==> src/rtl/mul_issue_ctrl_pkg.sv <==
// Shared encodings for the multiply issue front-end: RV32M op codes, FSM states
// and the default multiplier latency.
package mul_issue_ctrl_pkg;

  localparam int MUL_LAT_DEFAULT = 32;

  typedef enum logic [1:0] {
    MUL_OP_MUL    = 2'b00,
    MUL_OP_MULH   = 2'b01,
    MUL_OP_MULHSU = 2'b10,
    MUL_OP_MULHU  = 2'b11
  } mul_op_e;

  typedef enum logic [2:0] {
    ST_IDLE  = 3'd0,
    ST_START = 3'd1,
    ST_WAIT  = 3'd2,
    ST_RESP  = 3'd3,
    ST_DRAIN = 3'd4
  } mul_state_e;

endpackage

==> src/rtl/mul_issue_ctrl_hi_fix.sv <==
// Result selection for RV32M multiplies: picks lo or hi of the signed 64-bit
// product and turns the signed high half into the MULHSU/MULHU high half.
module mul_hi_fix
  import mul_issue_ctrl_pkg::*;
(
  input  mul_op_e     op,
  input  logic [31:0] a,
  input  logic [31:0] b,
  input  logic [63:0] mul_res,
  output logic [31:0] result
);

  logic [31:0] hi_s;
  logic [31:0] fix_b_neg;
  logic [31:0] fix_a_neg;

  // A negative-looking operand that is really unsigned was under-weighted by
  // 2^32 times the other operand; add that back into the high half.
  assign hi_s      = mul_res[63:32];
  assign fix_b_neg = b[31] ? a : 32'd0;
  assign fix_a_neg = a[31] ? b : 32'd0;

  always_comb begin
    // NOTE: assign a default before the case so no path leaves result unassigned (no latch).
    result = mul_res[31:0];
    unique case (op)
      MUL_OP_MUL:    result = mul_res[31:0];
      MUL_OP_MULH:   result = hi_s;
      MUL_OP_MULHSU: result = hi_s + fix_b_neg;
      MUL_OP_MULHU:  result = hi_s + fix_a_neg + fix_b_neg;
      default:       result = mul_res[31:0];
    endcase
  end

endmodule

==> src/rtl/mul_issue_ctrl.sv <==
// Issue/return control in front of the 32-cycle shift-add multiplier.
// Optional macro MUL_REUSE_EN: reuse the last product when operands repeat.
module mul_issue_ctrl
  import mul_issue_ctrl_pkg::*;
#(
  parameter int TAG_W   = 5,
  parameter int MUL_LAT = MUL_LAT_DEFAULT
) (
  input  logic             clk,
  input  logic             rst_n,
  input  logic             req_valid,
  output logic             req_ready,
  input  logic [1:0]       req_op,
  input  logic [31:0]      req_a,
  input  logic [31:0]      req_b,
  input  logic [TAG_W-1:0] req_tag,
  input  logic             flush,
  output logic             resp_valid,
  input  logic             resp_ready,
  output logic [31:0]      resp_data,
  output logic [TAG_W-1:0] resp_tag,
  output logic             mul_start,
  output logic [31:0]      mul_a,
  output logic [31:0]      mul_b,
  input  logic             mul_finish,
  input  logic [63:0]      mul_res
);

  localparam int               CNT_W      = $clog2(MUL_LAT + 3);
  localparam logic [CNT_W-1:0] DRAIN_LOAD = CNT_W'(MUL_LAT + 2);

  mul_state_e       state_q, state_d;
  logic [CNT_W-1:0] drain_cnt_q;
  mul_op_e          op_q;

  logic             accept;
  logic             busy_flush;
  logic             mul_done;
  logic             reuse_hit;
  logic [63:0]      reuse_res;

  mul_op_e          fix_op;
  logic [31:0]      fix_a, fix_b, fix_result;
  logic [63:0]      fix_res;

  assign req_ready  = (state_q == ST_IDLE);
  assign mul_start  = (state_q == ST_START);
  assign resp_valid = (state_q == ST_RESP);

  assign accept     = req_ready && req_valid && !flush;
  assign busy_flush = flush && (state_q inside {ST_START, ST_WAIT});
  assign mul_done   = (state_q == ST_WAIT) && mul_finish && !flush;

`ifdef MUL_REUSE_EN
  logic        reuse_valid_q;
  logic [31:0] reuse_a_q, reuse_b_q;
  logic [63:0] reuse_res_q;

  always_ff @(posedge clk) begin
    if (!rst_n) begin
      reuse_valid_q <= 1'b0;
    end else if (busy_flush) begin
      reuse_valid_q <= 1'b0;
    end else if (mul_done) begin
      reuse_valid_q <= 1'b1;
    end
  end

  // NOTE: the stored operands/product are only read when reuse_valid_q is set, so they need no reset.
  always_ff @(posedge clk) begin
    if (mul_done) begin
      reuse_a_q   <= mul_a;
      reuse_b_q   <= mul_b;
      reuse_res_q <= mul_res;
    end
  end

  assign reuse_hit = reuse_valid_q && (req_a == reuse_a_q) && (req_b == reuse_b_q);
  assign reuse_res = reuse_res_q;
`else
  assign reuse_hit = 1'b0;
  assign reuse_res = 64'd0;
`endif

  // In IDLE the selector serves the reuse path from the live request; otherwise
  // it corrects the multiplier product for the latched request.
  always_comb begin
    fix_op  = op_q;
    fix_a   = mul_a;
    fix_b   = mul_b;
    fix_res = mul_res;
    if (state_q == ST_IDLE) begin
      fix_op  = mul_op_e'(req_op);
      fix_a   = req_a;
      fix_b   = req_b;
      fix_res = reuse_res;
    end
  end

  mul_hi_fix u_hi_fix (
    .op      (fix_op),
    .a       (fix_a),
    .b       (fix_b),
    .mul_res (fix_res),
    .result  (fix_result)
  );

  always_comb begin
    state_d = state_q;
    unique case (state_q)
      ST_IDLE:  if (accept) state_d = reuse_hit ? ST_RESP : ST_START;
      ST_START: state_d = flush ? ST_DRAIN : ST_WAIT;
      // Finish is only trusted from WAIT on; in START it still shows the previous op.
      ST_WAIT:  if (flush) state_d = ST_DRAIN;
                else if (mul_finish) state_d = ST_RESP;
      ST_RESP:  if (flush || resp_ready) state_d = ST_IDLE;
      ST_DRAIN: if (mul_finish || drain_cnt_q == '0) state_d = ST_IDLE;
      default:  state_d = ST_DRAIN;
    endcase
  end

  // Reset lands in DRAIN: the multiplier keeps running across our reset.
  always_ff @(posedge clk) begin
    // NOTE: state registers use non-blocking assignments so every flop samples pre-edge values.
    if (!rst_n) begin
      state_q     <= ST_DRAIN;
      drain_cnt_q <= DRAIN_LOAD;
      op_q        <= MUL_OP_MUL;
      mul_a       <= 32'd0;
      mul_b       <= 32'd0;
      resp_data   <= 32'd0;
      resp_tag    <= '0;
    end else begin
      state_q <= state_d;

      if (busy_flush) begin
        drain_cnt_q <= DRAIN_LOAD;
      end else if (state_q == ST_DRAIN && drain_cnt_q != '0) begin
        drain_cnt_q <= drain_cnt_q - CNT_W'(1);
      end

      if (accept) begin
        op_q     <= mul_op_e'(req_op);
        mul_a    <= req_a;
        mul_b    <= req_b;
        resp_tag <= req_tag;
        if (reuse_hit) resp_data <= fix_result;
      end

      if (mul_done) resp_data <= fix_result;
    end
  end

endmodule

==> config.mk <==
export PLATFORM = sky130hd
export DESIGN_NAME = mul_issue_ctrl
export DESIGN_NICKNAME = d
export VERILOG_FILES = /design/src/rtl/mul_issue_ctrl_pkg.sv /design/src/rtl/mul_issue_ctrl_hi_fix.sv /design/src/rtl/mul_issue_ctrl.sv
export SDC_FILE = /design/constraint.sdc
export NUM_CORES = 1
export LEC_CHECK = 0
export CELL_PAD_IN_SITES_DETAIL_PLACEMENT = 1
export CELL_PAD_IN_SITES_GLOBAL_PLACEMENT = 2
export CORE_UTILIZATION = 33
export DETAILED_ROUTE_END_ITERATION = 10
export PLACE_DENSITY_LB_ADDON = 0.1
export SLEW_MARGIN = 15
export SYNTH_ARGS = -nofsm -noshare
export SYNTH_HDL_FRONTEND = slang
export SYNTH_HIERARCHICAL = 1
export SYNTH_SLANG_ARGS = --single-unit
export TNS_END_PERCENT = 1
==> constraint.sdc <==
create_clock -name clk -period 11.46 [get_ports clk]
set_input_delay 1.719 -clock clk [delete_from_list [all_inputs] [get_ports clk]]
set_output_delay 1.719 -clock clk [all_outputs]
set_load 0.02 [all_outputs]
# Yosys cells after proc, flatten, opt, wreduce, memory -nomap -nowiden
# Index checks and enable logic that the tools add are counted.
# totals
input_bits,141
out_inout_bits,104
word_cells,53
ff_bits,112
# classes
n_bitwise,1
n_eq_ne,11
reduce_logical,16
n_mux,14
addsub,4
# op_table
cell,count
32-bit 2-to-1 mux,4
32-bit case mux with 4 select lines,1
32-bit adder,3
64-bit 2-to-1 mux,1
3-bit 2-to-1 mux,6
3-bit case mux with 5 select lines,1
"3-bit by 2-bit == test with 1-bit output, second input constant",2
1-bit logical AND,6
6-bit logical NOT,1
6-bit nonzero test,1
"6-bit by 1-bit subtractor with 6-bit output, second input constant",1
"2-bit == test, second input constant",2
"2-bit by 1-bit inequality test with 1-bit output, second input constant",2
4-bit AND reduction,1
"3-bit by 1-bit == test with 1-bit output, second input constant",1
"3-bit == test, second input constant",1
3-bit logical NOT,1
"3-bit inequality test, second input constant",1
"2-bit by 1-bit == test with 1-bit output, second input constant",1
2-bit logical NOT,1
1-bit logical OR,2
2-bit 2-to-1 mux,1
"2-bit inequality test, second input constant",1
2-bit nonzero test,1
other kinds (3),3

# Depth between registers and ports, before layout
# Gate-level depths: netlist of the first run.
# depth
depth_word,6
depth_mapped,21

# Cells and area by module
# The synthesis of the first run kept the hierarchy.
# modules_own_cells
mod,area_per_inst_um2,cells_per_inst,instances
mul_issue_ctrl,5856.9,654,1
mul_hi_fix,5247.5,668,1

# Worst setup path before layout of the first run
# Ideal clock, no wire load.
# synth_timing
path_type,input port to flip-flop
from,input port req_b[31]
to,register resp_data[29]
cell_stages,16
setup_slack_ns,6.048
required_time_ns,11.338
arrival_ns,5.290
n_path_buf,1
path_cell_list,mux2_2 > clkbuf_1 > and2_1 > fa_1 > ha_1 > fa_1 > a211o_1 > a21oi_1 > a211o_1 > nand2_1 > a311o_1 > a221oi_2 > mux2i_1 > o211ai_1 > nand2_1 > a21boi_0
# synth_via
elab_chain_len,4
elab_cells_between_ends,5
classes_between,add/sub: 2; mux: 3
# synth_rtl
element,line,rtl
from (decl),mul_issue_ctrl.sv:15,"input logic [31:0] req_b,"
32-bit 2-to-1 mux (*),mul_issue_ctrl.sv:92,if (state_q == ST_IDLE) begin
32-bit 2-to-1 mux (*),mul_issue_ctrl_hi_fix.sv:20,assign fix_b_neg = b[31] ? a : 32'd0;
"32-bit adder, on equally long branches","mul_issue_ctrl_hi_fix.sv:30, mul_issue_ctrl_hi_fix.sv:29",
32-bit case mux with 4 select lines (*),mul_issue_ctrl_hi_fix.sv:26,unique case (op)
named net fix_result[29],mul_issue_ctrl.sv:43,"logic [31:0] fix_a, fix_b, fix_result;"
to (signal assigned),mul_issue_ctrl.sv:147,if (reuse_hit) resp_data <= fix_result;
to (signal assigned),mul_issue_ctrl.sv:150,if (mul_done) resp_data <= fix_result;
to (decl),mul_issue_ctrl.sv:20,"output logic [31:0] resp_data,"
# The timed path passes the listed nets; every way through them passes the cells marked *.
# A chain may end at the register's enable or synchronous reset.

# Final worst setup path of the first run
# layout_timing
from,register state_q[2]
to,register resp_data[25]
# layout_via
elab_cells_between_ends,18
classes_between,add/sub: 3; eq/ne: 4; mux: 7; reduce/logical: 4
# layout_rtl
element,line,rtl
from (decl),mul_issue_ctrl.sv:32,"mul_state_e state_q, state_d;"
from (signal assigned),mul_issue_ctrl.sv:134,state_q <= state_d;
3-bit logical NOT (*),mul_issue_ctrl.sv:92,
32-bit 2-to-1 mux (*),mul_issue_ctrl.sv:92,
named net fix_a[16],mul_issue_ctrl.sv:43,
32-bit 2-to-1 mux (*),mul_issue_ctrl_hi_fix.sv:20,
"32-bit adder, on equally long branches","mul_issue_ctrl_hi_fix.sv:30, mul_issue_ctrl_hi_fix.sv:29",
32-bit case mux with 4 select lines (*),mul_issue_ctrl_hi_fix.sv:26,
named net fix_result[25],mul_issue_ctrl.sv:43,
# Marked as above.

==> results of run 1 <==
==> worst max-delay path: cells and delay by family, from the launching register on <==
| family | cells | cell delay [ns] |
|---|---|---|
| AO/OA/AOI/OAI | 6 | 1.64 |
| buffers and inverters | 3 | 1.61 |
| adder cells (fa/ha/maj) | 2 | 0.87 |
| AND/OR/NAND/NOR | 3 | 0.69 |
| multiplexers | 2 | 0.59 |
| flip-flops | 1 | 0.48 |
| XOR/XNOR | 1 | 0.18 |
==> logic make-up after synthesis <==
logic type	count (synthesis)	synth area share
xor+xnor	52	0.0410
buf+inv	100	0.0429
compound gates	328	0.229
simple gates	540	0.238
fa+ha+maj	95	0.129
mux	95	0.118
flops	112	0.202
==> report_power, final <==
group / switching (W) / internal [W]
combinational: 0.000280 / 0.000237
clock: 0.000180 / 0.000153
sequential: 0.0000137 / 0.000403
total: 0.000473 / 0.000793
==> stage by stage <==
step | area [sq um] | power [W] | setup slack [ns]
3_3_place_gp | 13800 | 0.000940 | 4.97
5_1_grt | 14100 | 0.00135 | 4.86
4_1_cts | 14100 | 0.00129 | 5.23
6_report | 14100 | 0.00127 | 5.28
2_1_floorplan | 11100 | 0.000771 | 6.05
3_5_place_dp | 13800 | 0.000944 | 4.89
==> area by class of cell <==
class                           instances  area [sq um]
Antenna cell                            1          2.50
Fill cell                            3920         18700
Multi-Input combinational cell       1110          8390
Tap cell                              442           553
Clock buffer                            9           225
Timing Repair Buffer                  252          2500
Sequential cell                       112          2240
Inverter                               24          90.1
Clock inverter                          6          61.3
==> path summary, 6_finish.rpt <==
| kind | startpoint | to | slack, ns |
|---|---|---|---|
| max reg2reg | state_q[2] | resp_data[25] | 5.28 |
| min reg2reg | resp_tag[2] | resp_tag[2] | 0.47 |
| min | resp_tag[2] | resp_tag[2] | 0.47 |
| max | state_q[2] | resp_data[25] | 5.28 |
==> placed cells by master, fill, tap and decap left out, drive strengths merged, types with 26 or more instances in the layout <==
cell	n
o21ai	38
clkdlybuf4s50	243
nor2b	74
nor2	52
mux2	66
nand2	254
ha	62
xnor2	40
a21o	30
a21oi	66
dfxtp	112
inv	26
fa	33
a21boi	108
and2	67
==> registers in the layout, indices dropped and copies added, names as in the netlist <==
signal / count
drain_cnt_q: 6
mul_a: 32
mul_b: 32
op_q: 2
resp_data: 32
resp_tag: 5
state_q: 3
==> layer usage <==
layer / up-vias / share of wire / track usage
met2: 226 / 0.48 / 0.418
met4: 2 / 0.019 / 0.0664
met3: 30 / 0.047 / 0.0427
met5: - / 0.00032 / 0
li1: 5017 / - / -
met1: 5056 / 0.45 / 0.296
==> results.md, run 1 <==
- Status: finished clean
- CP max-delay cell: buf_4
- End-of-flow core utilization: 0.429
- Post-cts resize count: 0
- Layout Area Growth over Synthesis: 26.6%
- Post-placement cell count: 1940
- Critical Path Sink Type: register
- Hold WS: 0.467 ns
- Pre-antenna DRT Iters: 5
- Hold Buf Count CTS: 0
- Worst-path fanout max: 74
- Initial DRC Count: 464
- Mean Syn Cell Area: 8.40 sq um
- DR WL/cell: 20.5 um
- Slew HR: 0.293
- Grt ovf: 0
- Number of H-tree levels: 3
- Max-slew violation count: 0
- Postcts setup bufs: 0
- Synth area leader: dfxtp_1
- Final Hold Fails: 0
- Die height: 185 um
- Vias in the first global route: 10800
- CTS Buf Count: 9
- Non-Filler Instances: 1956
- Final setup vio count: 0
- Setup TNS: 0 ns
- Worst Skew: 0.0175 ns
- First-pass GRT wire length: 62200 um
- Worst endpoint data arrival time: 6.49 ns
- Largest net degree at the start of global routing: 111
- Synth Instances: 1322
- Synth warn: 6
- Initial antenna violation count: 3
- Cell variety after synth: 79
- Worst VDD drop: 0.0000751 V
- Initial Utilization: 0.339
- Synthesis-stage register bit count: 112
- Tightest Pin Transition: 1.06 ns
- ANT nets after route: 0
- PD cells: 90.1 nW/um^2
- Mapped Area: 11100 sq um
- WS Path Type: reg2reg
- Tmin final: 6.18 ns
- Post-Syn Nets: 1558
- Most frequent cell after synthesis: nand2_1
- Die Area: 34400 sq um
- Max Root-Sink Buffers: 2
- Share of cells above drive strength 1: 0.130
- Drt total wl: 40100 um
- Leak pwr: 5.41 nW
- Crit path required time: 11.77 ns
- Hold WC Path Type: reg2reg
- R2r worst-path depth: 17
- Post-synth top area share: 0.202
- FP Rows: 66
- Hold depth: 2
- Die X: 185 um
- Clock Pin Slew Worst Setup and Hold Paths: 0.09 ns
- DRC errors left: 0
- Gp weighted congestion: 0.857
- Synth Flop Type: dfxtp_1
- Core Box Area: 32800 sq um
- Crit-path cells: nor3_4 > buf_4 > buf_4 > mux2_2 > and2_1 > fa_1 > ha_1 > inv_1 > o31ai_1 > a311o_1 > a32o_1 > a311o_1 > xnor2_1 > mux2i_1 > a221oi_1 > nand2_1 > a21boi_0
- Seq/Total Area, Yosys: 0.202
- Number of synthesized flops with an enable pin: 0
- Slowest stage delay, CP: 0.77 ns
- Max-Cap Viols: 0
- Asr flop ratio synth: 0
- Later-pin clock latency in the skew report: 0.40 ns
- Fin nets: 1745
- Tcrit/Tclk final: 0.539
- Most instantiated cells after synthesis: 254 x nand2_1, 112 x dfxtp_1, 74 x nor2b_1
- Top achievable clock speed: 0.162 GHz
- TritonCTS clock tree: yes
- Routed vias/inst: 5.28
- Vias post-DR: 10300
- Clk root buf: clkbuf_16
- GRT Overall Usage: 0.238
- I/O pin total: 245
- Input/output buffers: 244
- Post-DP HPWL: 30300 um
- Clk sinks: 112
- CP Launch Type: register
- Top post-synthesis cells by area: dfxtp_1 20%, nand2_1 8.6%, a21boi_2 7.2%
- Setup repair after global routing missed its margin: no
No activity file was read; power rests on OpenSTA's default activity.
==> run 2: changes to the inputs <==
CORE_UTILIZATION = 28   (was 33)
clock period = 5 ns   (was 11.46 ns; I/O delays follow)
==> results.md, run 2 (same netlist as run 1, synthesis figures left out) <==
- Status: finished clean
- Most common cell after layout, fill and taps aside: nand2_1
- CP max-delay cell: fa_1
- Place WS: -0.0843 ns (-4.97 ns)
- Setup repair after global routing missed its margin: yes
- Largest registers: mul_a x32, mul_b x32, resp_data x32
- Hold WC Path Type: reg2reg
- Final Hold Fails: 0 (unchanged)
- Tcrit/Tclk final: 0.951 (+0.411)
- Clock Pin Slew Worst Setup and Hold Paths: 0.09 ns (about the same)
- FP Rows: 72 (+9.1%)
- WS Path Type: reg2reg
- Die height: 201 um (+8.5%)
- Pre-antenna DRT Iters: 5 (unchanged)
- End-of-flow core utilization: 0.378 (-0.0506)
- Final worst setup slack: 0.247 ns (-5.03 ns)
- Tightest Pin Transition: 0.893 ns (-0.167 ns)
- GR Util met3: 0.0395 (-0.00315)
- Busiest grt layer: met2
- Die Area: 40500 sq um (+18%)
- DRC errors left: 0 (unchanged)
- Gp weighted congestion: 0.865 (+1.0%)
- Max-slew violation count: 0 (unchanged)
- Initial DRC Count: 393 (-15%)
- Share of cells above drive strength 1: 0.168 (+0.0373)
- Worst VDD drop: 0.000197 V (+160%)
- Max Root-Sink Buffers: 2 (unchanged)
- ANT nets after route: 0 (unchanged)
- Routed vias/inst: 5.00 (-5.3%)
- I/O pin total: 245 (unchanged)
- PD cells: 207 nW/um^2 (+130%)
- CP Launch Type: register
- First-pass GRT wire length: 67100 um (+7.8%)
- Die X: 201 um (+8.5%)
- Vias post-DR: 10500 (+1.5%)
- Worst-path fanout max: 24 (-68%)
- Layout Area Growth over Synthesis: 32.6%
- DR WL/cell: 20.7 um (+0.87%)
- CTS Buf Count: 9 (unchanged)
- Slowest stage delay, CP: 0.48 ns (-0.29 ns)
- Core Box Area: 38900 sq um (+19%)
- Final setup vio count: 0 (unchanged)
- Slew HR: 0.405 (+0.112)
- Met1 usage: 0.273 (-0.0227)
- Critical Path Sink Type: register
- Grt ovf: 0 (unchanged)
- Vias in the first global route: 11100 (+2.5%)
- Later-pin clock latency in the skew report: 0.39 ns (about the same)
- Worst Skew: 0.0108 ns (-0.00672 ns)
- Fin nets: 1807 (+3.6%)
- Initial Utilization: 0.285 (-0.0534)
- Input/output buffers: 244 (unchanged)
- Most frequent cells in the layout: 253 x nand2_1, 243 x clkdlybuf4s50_1, 112 x dfxtp_1
- Tmin final: 4.75 ns (-1.43 ns)
- Max-Cap Viols: 0 (unchanged)
- Crit path required time: 5.28 ns (-6.49 ns)
- Crit-path cells: nor3_4 > buf_12 > mux2_2 > buf_4 > and2_1 > fa_1 > ha_1 > a21oi_1 > a21boi_0 > a311o_1 > a32o_1 > a311o_1 > a221oi_2 > mux2i_1 > o211ai_1 > nand2_1 > a21boi_0
- TritonCTS clock tree: yes
- Largest net degree at the start of global routing: 72 (-35%)
- Met2 Track Usage GR: 0.377 (-0.0401)
- GRT Overall Usage: 0.216 (-0.0222)
- Worst endpoint data arrival time: 5.04 ns (-1.45 ns)
- Initial antenna violation count: 1 (-2)
- Post-cts resize count: 0 (unchanged)
- Overall Power: 0.00305 W (+140%)
- Number of H-tree levels: 3 (unchanged)
- Top achievable clock speed: 0.210 GHz (+30%)
- Clk sinks: 112 (unchanged)
- Leak pwr: 5.76 nW (+6.4%)
- Clk root buf: clkbuf_16
- Drt total wl: 43300 um (+8.0%)
- Hold Buf Count CTS: 0 (unchanged)
- Postcts setup bufs: 0 (unchanged)
- Post-DP HPWL: 34300 um (+13%)
## run 2: cell types whose count changed in the layout (fill, tap and decap cells not counted), moves of 2 or more
cell    change
buf_12      +4
buf_4      +59
inv_6       +3
inv_8       -2
## run 2: worst paths after layout
| kind | to | depth (start not counted) | start | slack [ns] |
|---|---|---|---|---|
| setup / recovery | resp_data[29] | 17 | state_q[2] | 0.25 |
| setup reg to reg | resp_data[29] | 17 | state_q[2] | 0.25 |
| hold / removal | resp_tag[3] | 2 | resp_tag[3] | 0.47 |
| hold reg to reg | resp_tag[3] | 2 | resp_tag[3] | 0.47 |
## run 2: final cells by class
type,instances,area [sq um]
Fill cell,4594,24200
Multi-Input combinational cell,1110,8410
Timing Repair Buffer,314,3020
Sequential cell,112,2240
Tap cell,518,648
Clock buffer,9,225
Inverter,24,90.1
Clock inverter,7,86.3
Antenna cell,1,2.50
## run 2: metal layers
metal	vias up	wire (um)
met4	0	760
met3	40	1510
met2	210	21400
li1	5141	-
met1	5091	19700
met5	-	0
## run 2: per-stage QoR
step	instances	hold slack [ns]	cell area (sq um)	TNS, ns
final	2095	0.467	14700	0
after global routing	2095	0.490	14700	-0.0242
after CTS	2094	0.473	14700	0
after detailed placement	2078	0.460	14400	-0.174
after global placement	2078	0.450	14400	-0.0933
after floorplan	1322	0.445	11100	0
## run 2: power by group
part / switching, W / leakage (nW) / total (W) / internal (W)
combinational: 0.000681 / 4.70 / 0.00128 / 0.000599
sequential: 0.0000260 / 0.906 / 0.000950 / 0.000924
clock: 0.000418 / 0.154 / 0.000819 / 0.000401
total: 0.00112 / 5.76 / 0.00305 / 0.00192
## run 2: worst max-delay path, delay by kind of cell (launching register included)
| kind | cells | cell delay (ns) |
|---|---|---|
| fa+ha+maj | 2 | 0.83 |
| buf+inv | 2 | 0.44 |
| mux | 2 | 0.65 |
| simple gates | 3 | 0.53 |
| compound gates | 8 | 1.82 |
| flops | 1 | 0.34 |
